===== src/rtl/mprj2_enable_seq.sv =====
// Power sequencer for user project area 2: waits for the domain to be alive,
// then releases isolation, user reset and bus/LA enables in staged order and
// tears them down in reverse on request or on loss of power.
//
// state    | meaning
// ---------+-------------------------------------------------------------
// OFF      | domain clamped and held in reset, waiting for request + alive
// SETTLE   | power must stay good for SETTLE_CYCLES before unclamping
// ISO_REL  | isolation released, user reset still asserted
// RST_REL  | user reset released, bus/LA paths still disabled
// ON       | domain fully up, bus/LA paths enabled
// SHUTDOWN | reset/enables dropped, isolation held open for STAGE_GAP
// FAULT    | power lost while sequencing or up; waits for clear w/o request
module mprj2_enable_seq #(
    parameter int SYNC_STAGES   = 2,
    parameter int SETTLE_CYCLES = 16,
    parameter int STAGE_GAP     = 4,
    parameter int CNT_W         = 8
) (
    input  logic       clk,
    input  logic       resetb,
    input  logic       enable_req,
    input  logic       pwr_good,
    input  logic       logic_high,
    input  logic       fault_clr,
    output logic       iso_en_n,
    output logic       user_resetb,
    output logic       la_en,
    output logic       wb_en,
    output logic       ready,
    output logic       fault,
    output logic [2:0] state
);

    typedef enum logic [2:0] {
        S_OFF      = 3'd0,
        S_SETTLE   = 3'd1,
        S_ISO_REL  = 3'd2,
        S_RST_REL  = 3'd3,
        S_ON       = 3'd4,
        S_SHUTDOWN = 3'd5,
        S_FAULT    = 3'd6
    } state_t;

    localparam logic [CNT_W-1:0] SETTLE_LOAD = CNT_W'(SETTLE_CYCLES - 1);
    localparam logic [CNT_W-1:0] GAP_LOAD    = CNT_W'(STAGE_GAP - 1);

    logic [SYNC_STAGES-1:0] pg_sync_q;
    logic [SYNC_STAGES-1:0] hi_sync_q;
    logic                   alive;

    state_t                 state_q, state_d;
    logic [CNT_W-1:0]       cnt_q, cnt_d, cnt_dec;
    logic                   iso_en_n_q, user_resetb_q, la_en_q, wb_en_q;
    logic                   ready_q, fault_q;

    // Bring the asynchronous power-good and tie-high levels into clk_sys.
    always_ff @(posedge clk or negedge resetb) begin
        if (!resetb) begin
            pg_sync_q <= '0;
            hi_sync_q <= '0;
        end else begin
            pg_sync_q <= {pg_sync_q[SYNC_STAGES-2:0], pwr_good};
            hi_sync_q <= {hi_sync_q[SYNC_STAGES-2:0], logic_high};
        end
    end

    assign alive   = pg_sync_q[SYNC_STAGES-1] & hi_sync_q[SYNC_STAGES-1];
    assign cnt_dec = (cnt_q == '0) ? '0 : cnt_q - CNT_W'(1);

    // Next-state and counter decode; power loss outranks every other move.
    always_comb begin
        state_d = state_q;
        cnt_d   = cnt_q;
        if (!alive && (state_q inside {S_SETTLE, S_ISO_REL, S_RST_REL, S_ON, S_SHUTDOWN})) begin
            state_d = S_FAULT;
        end else begin
            case (state_q)
                S_OFF: begin
                    if (enable_req && alive) begin
                        state_d = S_SETTLE;
                        cnt_d   = SETTLE_LOAD;
                    end
                end
                S_SETTLE: begin
                    if (!enable_req) begin
                        state_d = S_OFF;
                    end else if (cnt_q == '0) begin
                        state_d = S_ISO_REL;
                        cnt_d   = GAP_LOAD;
                    end else begin
                        cnt_d = cnt_dec;
                    end
                end
                S_ISO_REL: begin
                    if (!enable_req) begin
                        state_d = S_SHUTDOWN;
                        cnt_d   = GAP_LOAD;
                    end else if (cnt_q == '0) begin
                        state_d = S_RST_REL;
                        cnt_d   = GAP_LOAD;
                    end else begin
                        cnt_d = cnt_dec;
                    end
                end
                S_RST_REL: begin
                    if (!enable_req) begin
                        state_d = S_SHUTDOWN;
                        cnt_d   = GAP_LOAD;
                    end else if (cnt_q == '0) begin
                        state_d = S_ON;
                    end else begin
                        cnt_d = cnt_dec;
                    end
                end
                S_ON: begin
                    if (!enable_req) begin
                        state_d = S_SHUTDOWN;
                        cnt_d   = GAP_LOAD;
                    end
                end
                S_SHUTDOWN: begin
                    if (cnt_q == '0) begin
                        state_d = S_OFF;
                    end else begin
                        cnt_d = cnt_dec;
                    end
                end
                S_FAULT: begin
                    if (fault_clr && !enable_req) begin
                        state_d = S_OFF;
                    end
                end
                default: state_d = S_OFF;
            endcase
        end
    end

    // State, counter and outputs all move on the same edge; outputs decode the new state.
    always_ff @(posedge clk or negedge resetb) begin
        if (!resetb) begin
            state_q       <= S_OFF;
            cnt_q         <= '0;
            iso_en_n_q    <= 1'b0;
            user_resetb_q <= 1'b0;
            la_en_q       <= 1'b0;
            wb_en_q       <= 1'b0;
            ready_q       <= 1'b0;
            fault_q       <= 1'b0;
        end else begin
            state_q       <= state_d;
            cnt_q         <= cnt_d;
            iso_en_n_q    <= state_d inside {S_ISO_REL, S_RST_REL, S_ON, S_SHUTDOWN};
            user_resetb_q <= state_d inside {S_RST_REL, S_ON};
            la_en_q       <= (state_d == S_ON);
            wb_en_q       <= (state_d == S_ON);
            ready_q       <= (state_d == S_ON);
            fault_q       <= (state_d == S_FAULT);
        end
    end

    assign iso_en_n    = iso_en_n_q;
    assign user_resetb = user_resetb_q;
    assign la_en       = la_en_q;
    assign wb_en       = wb_en_q;
    assign ready       = ready_q;
    assign fault       = fault_q;
    assign state       = state_q;

endmodule


===== config.mk =====
export PLATFORM = sky130hd
export DESIGN_NAME = mprj2_enable_seq
export DESIGN_NICKNAME = d
export VERILOG_FILES = /design/src/rtl/mprj2_enable_seq.sv
export SDC_FILE = /design/constraint.sdc
export NUM_CORES = 1
export LEC_CHECK = 0
export BUFFER_PORTS_ARGS = -buffer_cell sky130_fd_sc_hd__buf_2
export CAP_MARGIN = 10
export CELL_PAD_IN_SITES_DETAIL_PLACEMENT = 0
export CELL_PAD_IN_SITES_GLOBAL_PLACEMENT = 1
export CORE_AREA = 10 10 65 67
export DETAILED_ROUTE_END_ITERATION = 8
export DIE_AREA = 0 0 75 77
export GPL_ROUTABILITY_DRIVEN = 1
export PLACE_DENSITY = 0.8
export SKIP_LAST_GASP = 1
export SLEW_MARGIN = 20
export SYNTH_ARGS = -nofsm -noshare
export SYNTH_HDL_FRONTEND = slang
export SYNTH_SLANG_ARGS = --single-unit

===== constraint.sdc =====
create_clock -name clk -period 2.6 [get_ports clk]
set_input_delay 0.13 -clock clk [delete_from_list [all_inputs] [get_ports clk]]
set_output_delay 0.13 -clock clk [all_outputs]
set_load 0.005 [all_outputs]

Word level (Yosys, flattened, before mapping)
Index checks and enable logic that the tools add are counted.
{"block": "totals", "ff_bits": 19, "in_bits": 6, "word_cells": 57, "out_inout_bits": 9}
{"block": "op_classes", "reduce_logical": 12, "bitwise": 2, "addsub": 1, "eq_ne": 14, "mux": 20}
{"op": "8-bit two-way mux", "n": 7}
{"op": "8-bit one-hot mux with 6 select lines", "n": 1}
{"op": "3-bit two-way mux", "n": 11}
{"op": "3-bit one-hot mux with 7 select lines", "n": 1}
{"op": "3-bit equality test (second input constant)", "n": 6}
{"op": "3-bit by 2-bit equality test with 1-bit output (second input constant)", "n": 4}
{"op": "8-bit zero test", "n": 1}
{"op": "8-bit by 1-bit subtractor with 8-bit output (second input constant)", "n": 1}
{"op": "2-bit != test (second input constant)", "n": 3}
{"op": "6-bit nonzero test", "n": 1}
{"op": "5-bit AND reduction", "n": 1}
{"op": "5-bit nonzero test", "n": 1}
{"op": "4-bit nonzero test", "n": 1}
{"op": "3-bit by 1-bit equality test with 1-bit output (second input constant)", "n": 1}
{"op": "1-bit logical AND", "n": 3}
{"op": "3-bit zero test", "n": 1}
{"op": "1-bit zero test", "n": 2}
{"op": "2-bit nonzero test", "n": 1}
{"op": "1-bit bitwise AND", "n": 1}
{"op": "1-bit inverter", "n": 1}

Logic depth before layout (Yosys ltp)
Gate-level depths: netlist (run 1).
{"block": "logic_depth", "ltp_word": 7, "mapped_depth": 8, "ltp_nobuf": 8}

Worst setup path before layout (run 1)
Ideal clock, no wire load.
{"block": "synth_timing", "path_kind": "register to register", "from": "register cnt_q[0]", "to": "register user_resetb_q, in the netlist user_resetb", "setup_time_ns": 0.078, "stages_incl_launch_ff": 8, "t_arrival_ns": 1.920, "required_ns": 2.522, "path_buffers": 0, "period_less_slack_ns": 1.998, "setup_slack_ns": 0.602, "path_cell_list": "dfrtp_1 > inv_1 > ha_1 > or3b_2 > o311ai_2 > o221ai_2 > nor4_4 > o21bai_1"}
{"block": "synth_via", "elab_chain_cells": 7, "word_cells_on_any_way": 13, "classes_between": "2 x eq/ne; 9 x mux; 2 x reduce/logical"}
{"element": "start: declaration", "line": "53", "text": "logic [CNT_W-1:0] cnt_q, cnt_d, cnt_dec;"}
{"element": "start signal: assignment", "line": "152", "text": "cnt_q <= cnt_d;"}
{"element": "8-bit zero test (*)"}
{"element": "3-bit two-way mux, on equally long branches", "line": "110, 88, 99"}
{"element": "3-bit two-way mux, on equally long branches", "line": "107, 86, 96"}
{"element": "3-bit one-hot mux with 7 select lines (*)", "line": "78", "text": "case (state_q)"}
{"element": "3-bit two-way mux (*)", "line": "75", "text": "if (!alive && (state_q inside {S_SETTLE, S_ISO_REL, S_RST_REL, S_ON, S_SHUTDOWN})) begin"}
{"element": "3-bit by 2-bit equality test with 1-bit output / 3-bit equality test (equally long branches)", "line": "154", "text": "user_resetb_q <= state_d inside {S_RST_REL, S_ON};"}
{"element": "2-bit nonzero test (*)", "line": "154"}
{"element": "end signal: assignment", "line": "154"}
{"element": "end: declaration", "line": "54", "text": "logic iso_en_n_q, user_resetb_q, la_en_q, wb_en_q;"}
Every way passes the cells marked *; elsewhere a longest branch is shown, timed or not.
A chain may end at the register's enable or synchronous reset.

Final worst setup path (run 1)
{"block": "layout_timing", "from": "register cnt_q[1]", "to": "register user_resetb_q, in the netlist user_resetb"}
Same word-level chain as after synthesis.

==> impl_metrics.yaml, run 1 <==
logic_synthesis:
  ys_seq_area_frac: 0.389
  synth_fp_nets: 139
  yosys_most_used_dff: "dfrtp_1"
  synthCells: 130
  synthArstFlopShare: 1.00
  synth_cell_types: 46
  synth_edf_count: 0
  netlist_area_um2: 1220
  synth_warnings: 0
  ys_ff_latch: 19
  avgSynthCellArea_um2: 9.39
flow_run:
  drv_cap: 0
route:
  vias: 1003
  ant_nets: 0
  wl_per_cell_um: 15.4
  dr.first_iter.drc_count: 86
  drc: 0
  drt_wl_total_um: 2720
  firstDrtPassIters: 4
  via_per_inst: 5.67
setup_path:
  crit_slowest_cell: "or3b_2"
  r2r_cells: 7
  critPathRequiredTime_ps: 2840
  cp_max_fo: 4
  rrSetupSlack_ps: 460
  reg2reg_from: "cnt_q[1]$_DFFE_PN0P_"
  critPathKind: "flip-flop to flip-flop"
  cp-start-kind: "flip-flop"
  crit_path_end_kind: "flip-flop"
  reg2reg_to: "user_resetb$_DFF_PN0_"
  path_cells: "inv_1, ha_1, or3b_2, o311ai_2, o221ai_2, nor4_4, o21bai_1"
  startpoint: "cnt_q[1]$_DFFE_PN0P_"
  critPathCapture: "user_resetb$_DFF_PN0_"
  critPathArrivalTime_ps: 2380
  max_stage_delay_ps: 510
grt:
  grt_max_degree: 20
  antenna_found_initial: 0
  grt_pass1_wl_um: 4590
  grt_pass1_vias: 974
  grt_usage: 0.100
  grt-ovfl-total: 0
timing:
  totalNegativeSetupSlack_ps: 0
  rsz0062_at_grt: "no"
  post-route-period-util: 0.825
  worst_pin_slew_ps: 540
  max_freq_mhz: 466
  finalHoldViolCount: 0
  timing.final.max_slew_violations: 0
  hold_slack_ps: 278
  relSlewSlack: 0.640
  skew_ps: 4.91
  setup_viol: 0
  post-route-min-period_ps: 2140
final_layout:
  multi_input_area_um2: 663
  final_util: 0.452
  antenna_cells: 0
  num-fill-cells: 270
  syn_to_final_growth_pct: 10.1
  drive_above_1_share: 0.208
  finalNetCount: 154
  register_area_um2: 475
die:
  die_x_um: 75
  die_height_um: 77
  initial_core_util: 0.410
  io_pins: 15
  core_area_um2: 2980
  floorplan.die_area_um2: 5780
  rows: 20
power_and_ir_drop:
  p_switching_mw: 0.666
  comb_power_share: 0.541
  p_int_mw: 0.798
  powerDensity_nw_per_um2: 1090
  clkPwrFrac: 0.104
  swShare: 0.455
  total_leakage_power_nw: 0.597
  peakVddDrop_v: 0.000404
  pwr-share-seq: 0.355
clock_network:
  cts_tree: "yes"
  htreeDepth: 1
  clockBufferDepth: 2
  clk_latency_ps: 310
  cts-buffers-inserted: 3
  cts-resized-gates: 0
  root_buffer: "clkbuf_4"
  cts_sinks: 19
  path_clk_slew_ps: 110
min_path:
  hold_class: "input pin to asynchronous set/reset pin"
placed_design:
  place_congestion: 0.827
  io_buffer_count: 14
  place_hpwl_um: 2020
status:
  status: "finished, final reports clean"
layer usage:
metal / share of wire / vias up / wire length [um] / track usage
met5: 0 / - / 0 / 0
met4: 0.013 / 0 / 36 / 0.0341
met3: 0.042 / 5 / 115 / 0.0296
met2: 0.49 / 12 / 1340 / 0.166
met1: 0.45 / 481 / 1240 / 0.117
li1: - / 505 / - / -
registers in the layout, indices dropped and copies added, names as in the netlist:
signal	flops
pg_sync_q	2
iso_en_n	1
fault	1
user_resetb	1
ready	1
cnt_q	8
hi_sync_q	2
state	3
worst min path at each step:
stage	to	startpoint	cells past startpoint	slack, ps
after floorplan	cnt_q[0]$_DFFE_PN0P_	resetb	0	-170
after global placement	iso_en_n$_DFF_PN0_	resetb	1	90
after detailed placement	iso_en_n$_DFF_PN0_	resetb	1	90
after CTS	cnt_q[1]$_DFFE_PN0P_	resetb	2	290
after global routing	hi_sync_q[1]$_DFF_PN0_	resetb	2	310
final	hi_sync_q[1]$_DFF_PN0_	resetb	2	280
through the flow:
stage / setup slack [ps] / cell area, um^2 / instances / power [mW]
2_1_floorplan: 602 / 1220 / 130 / 1.15
3_3_place_gp: 533 / 1290 / 170 / 1.31
3_5_place_dp: 485 / 1290 / 170 / 1.32
4_1_cts: 442 / 1350 / 177 / 1.48
5_1_grt: 306 / 1350 / 177 / 1.61
6_report: 456 / 1350 / 177 / 1.46
kinds of logic (layout without fill, tap and decap cells):
kind of cell | count (synthesis) | count (layout) | share of synthesized area
adder cells (fa/ha/maj) | 3 | 3 | 0.0307
AND/OR/NAND/NOR | 49 | 49 | 0.246
flip-flops | 19 | 19 | 0.389
multiplexers | 1 | 1 | 0.00820
XOR/XNOR | 2 | 2 | 0.0143
buffers and inverters | 15 | 29 | 0.0676
AO/OA/AOI/OAI | 41 | 41 | 0.244
critical path, delay by kind of cell, from the launching register on:
family / cells / cell delay (ps)
adder cells (fa/ha/maj): 1 / 180
AO/OA/AOI/OAI: 3 / 580
buffers and inverters: 1 / 100
flip-flops: 1 / 410
AND/OR/NAND/NOR: 2 / 800
Yosys cell counts (2+ instances only):
master	n	share of area
nor2_1	8	0.025
inv_1	6	0.018
nor3_1	2	0.0082
nor2b_1	7	0.036
ha_1	3	0.031
o21ai_0	16	0.066
and2b_1	2	0.012
xor2_1	2	0.014
and3b_1	2	0.014
o211ai_1	2	0.012
nand2b_1	2	0.010
dfrtp_1	19	0.39
o311ai_0	2	0.014
a22o_1	2	0.014
nand2_1	10	0.031
and2_1	2	0.010
buf_4	5	0.031
nand3_1	3	0.012
clkbuf_1	3	0.0092
a21oi_1	6	0.025
power by group through the flow:
stage          clock [mW]  sequential (mW)  combinational, mW
6_report            0.152            0.520              0.792
5_1_grt             0.176            0.545              0.888
4_1_cts             0.161            0.520              0.800
3_5_place_dp            0            0.527              0.793
3_3_place_gp            0            0.524              0.781
2_1_floorplan           0            0.463              0.685
cells in the final DEF, fill, tap and decap left out, drive strengths merged, types with 2 or more instances in the layout:
cell type and count:
dfrtp 19, and3b 2, nor3 2, o311ai 3, xor2 2, and2 2
a22o 2, nand2b 2, nand2 10, nor4 2, ha 3, buf 16
clkbuf 3, o41ai 2, a21oi 6, dlygate4sd3 3, inv 6, and2b 2
o211ai 2, o21ai 16, nand3 3, nor2 8, nor2b 7
repair_timing:
item                       4_1_cts  5_1_grt
setup buffers                    0        0
setup endpoints to repair        0        0
hold endpoints to repair        21        0
hold buffers                     3        0
layout make-up:
class,instances,area share
sequential,19,0.353
clock inverter,1,0.00372
timing repair buffer,19,0.0856
multi-input combinational,96,0.493
clock buffer,3,0.0167
tap,33,0.0307
inverter,6,0.0167
Note: power is estimated with default switching activity, not from simulation.
==> run 2, diff against run 1 <==
--- a/config.mk
+++ b/config.mk
@@ -5,6 +5,7 @@
 export SDC_FILE = /design/constraint.sdc
 export NUM_CORES = 1
 export LEC_CHECK = 0
+export ABC_AREA = 1
 export BUFFER_PORTS_ARGS = -buffer_cell sky130_fd_sc_hd__buf_2
 export CAP_MARGIN = 10
 export CELL_PAD_IN_SITES_DETAIL_PLACEMENT = 0
@@ -13,7 +14,7 @@
 export DETAILED_ROUTE_END_ITERATION = 8
 export DIE_AREA = 0 0 75 77
 export GPL_ROUTABILITY_DRIVEN = 1
-export PLACE_DENSITY = 0.8
+export PLACE_DENSITY = 0.81
 export SKIP_LAST_GASP = 1
 export SLEW_MARGIN = 20
 export SYNTH_ARGS = -nofsm -noshare
==> constraint.sdc (replaced) <==
create_clock -name clk -period 2 [get_ports clk]
set_input_delay 0.1 -clock clk [delete_from_list [all_inputs] [get_ports clk]]
set_output_delay 0.1 -clock clk [all_outputs]
set_load 0.005 [all_outputs]
==> impl_metrics.yaml, run 2 <==
logic_synthesis:
  synthTopCellsByCount: "36 x nand2_1, 20 x inv_1, 19 x dfrtp_1, 14 x o21ai_0, 12 x nor2_1"
  synth_warnings: 0
  netlist_area_um2: 1170
  synth_edf_count: 0
  synth_area_leaders: "dfrtp_1 40%, nand2_1 12%, inv_1 6.4%, o21ai_0 6.0%, nand3_1 4.3%"
  ys_ff_latch: 19
  yosys_most_used_dff: "dfrtp_1"
  ys_seq_area_frac: 0.405
  avgSynthCellArea_um2: 7.63
  synth_fp_nets: 163
  synth_top_area_cell: "dfrtp_1"
  yosysMostFrequentCell: "nand2_1"
  yosysTopAreaCellShare: 0.405
  synthCells: 154
  synth_cell_types: 25
  synthArstFlopShare: 1.00
final_layout:
  finalNetCount: 182
  final_common_cell: "nand2_1"
  largest_reg_flops: 8
  final_cell_mix: "36 x nand2_1, 20 x inv_1, 19 x dfrtp_1, 14 x o21ai_0, 14 x buf_2"
  regMostFlops: "cnt_q"
  syn_to_final_growth_pct: 12.1
  antenna_cells: 0
  drive_above_1_share: 0.233
route:
  via_per_inst: 4.99
  vias: 1023
  wl_met1_um: 1090
  firstDrtPassIters: 4
  top_layer: "met4"
  wl_per_cell_um: 12.2
  wl_met2_um: 1240
  dr.first_iter.drc_count: 39
  wl_met3_um: 147
  ant_nets: 0
  drt_wl_total_um: 2510
  drc: 0
setup_path:
  crit_slowest_cell: "dfrtp_1"
  critPathRequiredTime_ps: 2190
  max_stage_delay_ps: 380
  critPathArrivalTime_ps: 1920
  crit_top_cell: "o21ai_0"
  path_cells: "inv_1, ha_1, nand2_1, inv_1, nand2_4, ha_1, nand2_1, o21ai_0, o21ai_0, o21ai_0"
  cp_top_family: "adder cells"
  cp-start-kind: "flip-flop"
  reg2reg_from: "cnt_q[1]$_DFFE_PN0P_"
  crit_path_end_kind: "flip-flop"
  critPathKind: "flip-flop to flip-flop"
  rrSetupSlack_ps: 270
  startpoint: "cnt_q[1]$_DFFE_PN0P_"
  cp_max_fo: 7
  cp.buffers_inverters: 2
  critPathCapture: "cnt_q[0]$_DFFE_PN0P_"
  reg2reg_to: "cnt_q[0]$_DFFE_PN0P_"
  r2r_cells: 10
  crit_cells: 10
placed_design:
  place_hpwl_um: 1980
  io_buffer_count: 14
  place_congestion: 0.833
  dp_slack_ps: 276
timing:
  finalHoldViolCount: 0
  totalNegativeSetupSlack_ps: 0
  post-route-period-util: 0.864
  worst_pin_slew_ps: 428
  layout_setup_ws_ps: 272
  timing.final.max_slew_violations: 0
  post-route-min-period_ps: 1730
  relSlewSlack: 0.715
  setup_viol: 0
  skew_ps: 3.46
  max_freq_mhz: 579
  rsz0062_at_grt: "no"
die:
  rows: 20
  floorplan.die_area_um2: 5780
  initial_core_util: 0.395
  io_pins: 15
  core_area_um2: 2980
  die_height_um: 77
  die_x_um: 75
power_and_ir_drop:
  peakVddDrop_v: 0.000685
  powerDensity_nw_per_um2: 1490
  p_int_mw: 0.991
  comb_power_share: 0.559
  p_switching_mw: 0.971
  clkPwrFrac: 0.103
  total_leakage_power_nw: 0.716
  swShare: 0.495
  pwr-share-seq: 0.338
min_path:
  hold_class: "input pin to flip-flop"
  hold-path-cell-count: 4
grt:
  grt_pass1_vias: 1025
  grt_pass1_wl_um: 4430
  grt_max_degree: 20
  grt-ovfl-total: 0
  antenna_found_initial: 0
  grt_usage: 0.0949
flow_run:
  drv_cap: 0
clock_network:
  path_clk_slew_ps: 120
  cts-resized-gates: 0
  clk_latency_ps: 300
  cts_sinks: 19
  cts_tree: "yes"
  htreeDepth: 1
  root_buffer: "clkbuf_4"
  cts-buffers-inserted: 3
  clockBufferDepth: 2
status:
  status: "finished, final reports clean"
==> run 2: changes by cell type after synthesis, moves of 3 or more <==
cell	previous run	this run
nor2_2	0	5
clkbuf_1	3	0
buf_4	5	2
inv_2	0	6
nand2_1	10	36
nor2_1	8	12
nor2b_1	7	0
nand2_2	0	3
inv_1	6	20
nand3_1	3	10
==> run 2: cell type report <==
cell class	instances	area, um^2
clock buffers	3	22.5
clock inverters	1	5.00
fillers	291	1660
inverters	26	97.6
multi-input cells	106	576
flip-flops and latches	19	475
well taps	33	41.3
repair buffers	17	100
==> run 2: power groups by stage <==
stage	sequential, mW	combinational [mW]	clock, mW
2_1_floorplan	0.627	0.897	0
3_3_place_gp	0.664	1.09	0
3_5_place_dp	0.667	1.10	0
4_1_cts	0.661	1.11	0.208
5_1_grt	0.685	1.26	0.225
6_report	0.663	1.10	0.202
==> run 2: worst min-delay path, delay by kind of cell <==
| kind | cells | cell delay [ps] |
|---|---|---|
| AND/OR/NAND/NOR | 2 | 250 |
| buffers and inverters | 1 | 80 |
| AO/OA/AOI/OAI | 1 | 50 |
==> run 2: repair_timing <==
action / CTS / global route
endpoints found under the hold margin: 21 / 0
hold buffers: 3 / 0
setup buffers: 0 / 0
==> run 2: per-layer routing <==
layer / vias up / global-route usage
met4: 0 / 0.0341
met5: - / 0
met3: 5 / 0.0270
met2: 32 / 0.159
li1: 518 / -
met1: 468 / 0.110
==> run 2: worst min-delay path by stage <==
stage | start | end | slack (ps)
floorplan | resetb | cnt_q[0]$_DFFE_PN0P_ | -200
global placement | resetb | cnt_q[0]$_DFFE_PN0P_ | 60
detailed placement | resetb | cnt_q[1]$_DFFE_PN0P_ | 70
CTS | fault_clr | state[1]$_DFF_PN0_ | 220
global route | fault_clr | state[1]$_DFF_PN0_ | 260
finish | fault_clr | state[1]$_DFF_PN0_ | 220
==> run 2: cell families (layout without fill, tap and decap cells) <==
family	Yosys count	count (layout)	synth area share
and+or+nand+nor	75	75	0.321
adders and majority gates	3	3	0.0320
AOI/OAI and AO/OA	25	25	0.115
DFF	19	19	0.405
buffers and inverters	29	47	0.105
xor gates and xnor gates	3	3	0.0224
==> run 2: metrics by stage <==
stage,cell area [um^2],hold WS [ps],std cells,utilization,power (mW)
after CTS,1320,216,205,0.442,1.98
final,1320,219,205,0.442,1.96
after floorplan,1170,-196,154,-,1.52
after detailed placement,1260,70.3,198,0.423,1.77
after global routing,1320,262,205,0.442,2.17
after global placement,1260,64.6,198,0.423,1.76
